**src/rtl/i2c_arbiter.sv**
```systemverilog
// i2c_arbiter: round-robin arbiter that shares one I2C master between
// NUM_REQ requesters. It latches the winner's address and data, issues a
// single start strobe, follows the master's ready handshake (low, then high)
// and reports completion, or an error if the master stalls past TIMEOUT.
//
// Ports
//   CLK_IW, RST_IW          clock, asynchronous active-low reset
//   REQ_IW                  per-requester level request
//   ADDR_IW / DATA_IW       packed per-requester address (7b) / data (8b)
//   ACK_OW / DONE_OW        one-cycle accept / completion pulses (one-hot)
//   GRANT_OW                one-hot owner of the master, zero when idle
//   M_START_OW, M_ADDR_OW,
//   M_DATA_OW, M_READY_IW   I2C master handshake
//   ERR_OW                  one-cycle pulse when the master times out
//   BUSY_OW                 high whenever the arbiter is not idle
module i2c_arbiter #(
  parameter int unsigned NUM_REQ = 4,
  parameter int unsigned TIMEOUT = 65535
) (
  input  logic                   CLK_IW,
  input  logic                   RST_IW,
  input  logic [NUM_REQ-1:0]     REQ_IW,
  input  logic [7*NUM_REQ-1:0]   ADDR_IW,
  input  logic [8*NUM_REQ-1:0]   DATA_IW,
  output logic [NUM_REQ-1:0]     ACK_OW,
  output logic [NUM_REQ-1:0]     DONE_OW,
  output logic [NUM_REQ-1:0]     GRANT_OW,
  output logic                   M_START_OW,
  output logic [6:0]             M_ADDR_OW,
  output logic [7:0]             M_DATA_OW,
  input  logic                   M_READY_IW,
  output logic                   ERR_OW,
  output logic                   BUSY_OW
);

  localparam int unsigned IDX_W  = (NUM_REQ > 1) ? $clog2(NUM_REQ) : 1;
  localparam int unsigned CNT_W  = 16;
  localparam int unsigned ADDR_W = 7;
  localparam int unsigned DATA_W = 8;

  typedef enum logic [1:0] {IDLE, ISSUE, WAIT_LOW, WAIT_HIGH} state_e;

  state_e               state_q, state_d;
  logic [IDX_W-1:0]     last_q, last_d;
  logic [IDX_W-1:0]     owner_q, owner_d;
  logic [CNT_W-1:0]     cnt_q, cnt_d;
  logic [NUM_REQ-1:0]   ack_q, ack_d;
  logic [NUM_REQ-1:0]   done_q, done_d;
  logic [NUM_REQ-1:0]   grant_q, grant_d;
  logic                 start_q, start_d;
  logic [ADDR_W-1:0]    addr_q, addr_d;
  logic [DATA_W-1:0]    data_q, data_d;
  logic                 err_q, err_d;
  logic                 busy_q, busy_d;

  logic                 win_found;
  logic [IDX_W-1:0]     win_idx;
  logic [IDX_W-1:0]     cand;
  logic [NUM_REQ-1:0]   win_oh;
  logic [ADDR_W-1:0]    win_addr;
  logic [DATA_W-1:0]    win_data;
  logic                 timeout_hit;

  // Round-robin search starting just above the last served requester.
  always_comb begin : rr_pick
    win_found = 1'b0;
    win_idx   = '0;
    cand      = '0;
    for (int unsigned k = 1; k <= NUM_REQ; k++) begin
      cand = IDX_W'((32'(last_q) + k) % NUM_REQ);
      if (!win_found && REQ_IW[cand]) begin
        win_found = 1'b1;
        win_idx   = cand;
      end
    end
    win_oh   = NUM_REQ'(1) << win_idx;
    win_addr = '0;
    win_data = '0;
    for (int unsigned i = 0; i < NUM_REQ; i++) begin
      if (win_idx == IDX_W'(i)) begin
        win_addr = ADDR_IW[ADDR_W*i +: ADDR_W];
        win_data = DATA_IW[DATA_W*i +: DATA_W];
      end
    end
  end

  assign timeout_hit = (cnt_q == CNT_W'(TIMEOUT - 1));

  // Next-state and registered-output logic.
  always_comb begin : fsm_next
    state_d = state_q;
    last_d  = last_q;
    owner_d = owner_q;
    cnt_d   = cnt_q;
    grant_d = grant_q;
    addr_d  = addr_q;
    data_d  = data_q;
    ack_d   = '0;
    done_d  = '0;
    start_d = 1'b0;
    err_d   = 1'b0;
    unique case (state_q)
      IDLE: begin
        if (M_READY_IW && win_found) begin
          state_d = ISSUE;
          owner_d = win_idx;
          grant_d = win_oh;
          ack_d   = win_oh;
          start_d = 1'b1;
          addr_d  = win_addr;
          data_d  = win_data;
        end
      end
      ISSUE: begin
        state_d = WAIT_LOW;
        cnt_d   = '0;
      end
      WAIT_LOW: begin
        if (!M_READY_IW) begin
          state_d = WAIT_HIGH;
          cnt_d   = '0;
        end else if (timeout_hit) begin
          state_d = IDLE;
          err_d   = 1'b1;
          last_d  = owner_q;
          grant_d = '0;
        end else begin
          cnt_d = cnt_q + CNT_W'(1);
        end
      end
      WAIT_HIGH: begin
        if (M_READY_IW) begin
          state_d = IDLE;
          done_d  = grant_q;
          last_d  = owner_q;
          grant_d = '0;
        end else if (timeout_hit) begin
          state_d = IDLE;
          err_d   = 1'b1;
          last_d  = owner_q;
          grant_d = '0;
        end else begin
          cnt_d = cnt_q + CNT_W'(1);
        end
      end
      default: state_d = IDLE;
    endcase
    busy_d = (state_d != IDLE);
  end

  // State and output registers; reset gives requester 0 first priority.
  always_ff @(posedge CLK_IW or negedge RST_IW) begin
    if (!RST_IW) begin
      state_q <= IDLE;
      last_q  <= IDX_W'(NUM_REQ - 1);
      owner_q <= '0;
      cnt_q   <= '0;
      ack_q   <= '0;
      done_q  <= '0;
      grant_q <= '0;
      start_q <= 1'b0;
      addr_q  <= '0;
      data_q  <= '0;
      err_q   <= 1'b0;
      busy_q  <= 1'b0;
    end else begin
      state_q <= state_d;
      last_q  <= last_d;
      owner_q <= owner_d;
      cnt_q   <= cnt_d;
      ack_q   <= ack_d;
      done_q  <= done_d;
      grant_q <= grant_d;
      start_q <= start_d;
      addr_q  <= addr_d;
      data_q  <= data_d;
      err_q   <= err_d;
      busy_q  <= busy_d;
    end
  end

  assign ACK_OW     = ack_q;
  assign DONE_OW    = done_q;
  assign GRANT_OW   = grant_q;
  assign M_START_OW = start_q;
  assign M_ADDR_OW  = addr_q;
  assign M_DATA_OW  = data_q;
  assign ERR_OW     = err_q;
  assign BUSY_OW    = busy_q;

endmodule

```
**config.mk**
```make
export PLATFORM = sky130hd
export DESIGN_NAME = i2c_arbiter
export DESIGN_NICKNAME = d
export VERILOG_FILES = /design/src/rtl/i2c_arbiter.sv
export SDC_FILE = /design/constraint.sdc
export NUM_CORES = 1
export LEC_CHECK = 0
export BUFFER_PORTS_ARGS = -buffer_cell sky130_fd_sc_hd__buf_2
export CAP_MARGIN = 20
export CORE_ASPECT_RATIO = 1.5
export CORE_MARGIN = 2
export CORE_UTILIZATION = 40
export DETAILED_ROUTE_END_ITERATION = 8
export PLACE_DENSITY = 0.66
export SLEW_MARGIN = 40
export SYNTH_ARGS = -nofsm -noshare
export SYNTH_HDL_FRONTEND = slang
export SYNTH_SLANG_ARGS = --single-unit
```
**constraint.sdc**
```tcl
create_clock -name CLK_IW -period 2.2 [get_ports CLK_IW]
set_input_delay 0.44 -clock CLK_IW [delete_from_list [all_inputs] [get_ports CLK_IW]]
set_output_delay 0.44 -clock CLK_IW [all_outputs]
set_load 0.1 [all_outputs]
```
==> reports/qor.txt <==
Status = finished clean
Slew Viols, Final = 0
Num rows = 37
RSZ-0062 raised after global routing = false
Die area = 7640 um^2
Die H = 106 um
Max stage delay on crit path = 660 ps
Layout cell share with drive strength beyond 1 = 37.4%
Hold buffer count at CTS = 0
Crit path capture type = register
Yosys cell types = 47
Hold Crit Class = input port to async pin
Final setup viols = 0
Final wirelength = 6080 um
Pleak = 0.00178 uW
Mapped cell area = 2780 um^2
Vias in the first global route = 2357
Largest net degree at the start of global routing = 37
# nets final = 429
Syn_nets = 327
DR WL/cell = 13.9 um
CP startpoint kind = register
WP data arrival = 2220 ps
Post-Syn Area per Cell = 10.8 um^2
Kind of critical path = register to register
I/O Buffers = 96
Total Power Consumption = 4630 uW
Boundary Pins = 97
CP bufs+invs = 1
TritonCTS clock tree = built
Hold Violations, Final = 0
Yosys top cell area share = 45.0%
Leading area contributor after synthesis = dfrtp_1
DP Wirelength = 4720 um
Number of synthesis warnings = 0
Initial core utilization = 40.8%
Antenna-violating nets left = 0
First-pass DRT Iterations = 4
Final clock period utilization by the worst path = 91.9%
Seq cells post-synth = 52
Crit path cell chain = ha_1, inv_1, or4_1, a2111oi_4, xnor2_1, nor2_1
Hold slack = 41.9 ps
DRC Markers = 0
Fmax = 495 MHz
Clk_skew = 6.88 ps
Peak VDD IR = 0.839 mV
DIE WIDTH = 72.0 um
First-pass GRT wire length = 10600 um
Routed via count = 2296
Worst-path clk slew = 100 ps
Max-Cap Viols = 0
Critical Path RT = 2400 ps
Gr ovfl total = 0
Initial antenna violation count = 0
Post-Synthesis Cells = 258
Critical path's slowest cell = or4_1
CP Max Fanout = 6
Setup_tns = 0 ps
Drt initial violations = 75
Top cells by area, synth = dfrtp_1, mux2i_1, o221ai_1
Min Tclk post-route = 2020 ps
Total CTS buffers = 5
N_diodes = 0
GP Congestion = 0.799
Rel. slew slack = 67.8%
Clock tree sinks = 52
Area delta synth->final = 27.1%
PwrDens = 1310 nW/um^2
GRT Total Usage = 17.1%
CORE AREA = 6810 um^2
Seq/Total Area, Yosys = 46.9%
Ys flop type = dfrtp_1
Clk Latency, worst-skew pair = 310 ps
Finished Core Util = 51.9%
Clock buffer depth = 2
Ys async rst share = 100%
EDFF count, synth = 0
Cell family with most CP delay = simple AND/OR/NAND/NOR gates
CTS H-tree depth = 2
Root Buffer = clkbuf_8
Worst Tran Pin Value = 481 ps
Via-per-instance ratio = 5.23
[flip-flops by register name, indices dropped and copies added (netlist names), 2 cells and up]
signal	cells
cnt_q	16
M_DATA_OW	8
M_ADDR_OW	7
ACK_OW	4
DONE_OW	4
GRANT_OW	4
last_q	2
owner_q	2
state_q	2
[cell usage after synthesis (all sizes together), types with 2 or more instances]
master	n
or2	4
nand2b	4
a2111oi	2
and2	5
mux2i	32
nand2	30
o21ai	2
nor3b	2
nor3	6
ha	2
and3	2
a211oi	8
buf	10
nor2	22
a21o	3
xnor2	14
and4	2
clkbuf	5
nand3	4
a22o	3
a21oi	3
or4	2
mux2	3
nand4	2
dfstp	2
o221ai	15
dfrtp	50
inv	8
nor4	3
[power by group]
| part | internal (uW) | total (uW) | switching (uW) |
|---|---|---|---|
| combinational | 620 | 2440 | 1820 |
| clock | 458 | 779 | 321 |
| sequential | 1210 | 1410 | 197 |
| total | 2290 | 4630 | 2340 |
[worst register-to-register path, delay by kind of cell, from the launching register on]
| kind | cells | cell delay [ps] |
|---|---|---|
| buf+inv | 1 | 40 |
| compound gates | 1 | 380 |
| xor+xnor | 1 | 160 |
| flops | 1 | 440 |
| simple gates | 2 | 720 |
| fa+ha+maj | 1 | 170 |
[worst paths after layout]
check                            from            to  slack (ps)  cells past startpoint
hold reg to reg            owner_q[0]    owner_q[0]         480                      2
max in group asynchronous      RST_IW     last_q[1]        1570                      2
min in group CLK_IW        ADDR_IW[5]  M_ADDR_OW[5]         430                      3
setup reg to reg             cnt_q[1]     cnt_q[10]         180                      6
hold / removal                 RST_IW   GRANT_OW[2]          40                      1
setup / recovery             cnt_q[1]     cnt_q[10]         180                      6
[per-layer routing]
layer / vias to the layer above / GRT usage, % / share of wire [%]
met2: 72 / 31.9 / 55
li1: 1130 / - / -
met5: - / 0 / 0
met1: 1087 / 19.9 / 40
met4: 0 / 4.85 / 1.2
met3: 7 / 2.37 / 4.3
[stage by stage]
step / worst slack [ps] / std cells / instance area, um^2
6_report: 179 / 439 / 3530
5_1_grt: 52.3 / 439 / 3530
4_1_cts: 178 / 439 / 3520
3_5_place_dp: 187 / 431 / 3390
3_3_place_gp: 209 / 431 / 3390
2_1_floorplan: 228 / 258 / 2780
[layout make-up]
cell class / count / area (um^2)
tap: 78 / 97.6
clock inverter: 3 / 68.8
inverter: 8 / 30.0
clock buffer: 5 / 68.8
fill: 596 / 3280
sequential: 52 / 1300
timing repair buffer: 110 / 611
multi-input combinational: 183 / 1350
[cell usage in the layout (no fill, tap or decap), types with 2 or more instances in the layout]
master	n
ha_1	2
clkbuf_8	5
a2111oi_4	2
mux2i_1	32
nand2_1	30
dfstp_2	2
a211oi_1	7
nor4_1	3
buf_12	2
nor3b_1	2
a21o_1	3
nand3_1	4
bufinv_16	2
o221ai_1	15
inv_1	8
xnor2_1	14
a22o_1	3
or2_2	3
nor3_1	5
nor2_1	21
buf_4	12
a21oi_1	3
nand2b_1	4
buf_2	96
and2_1	5
dfrtp_1	50
mux2_2	3
[kinds of logic (layout without fill, tap and decap cells)]
family | Yosys count | after routing | share of synthesized area [%]
fa+ha+maj | 2 | 2 | 0.901
buf+inv | 23 | 126 | 4.64
flops | 52 | 52 | 46.9
compound gates | 41 | 41 | 13.5
mux | 35 | 35 | 12.7
simple gates | 90 | 90 | 16.5
xor+xnor | 15 | 15 | 4.73
[repair_timing]
action,in CTS,in global routing
resized for setup,0,1
setup buffers,0,0
setup endpoints to repair,0,4
endpoints found under the hold margin,0,0
No activity file was read; power rests on OpenSTA's default activity.
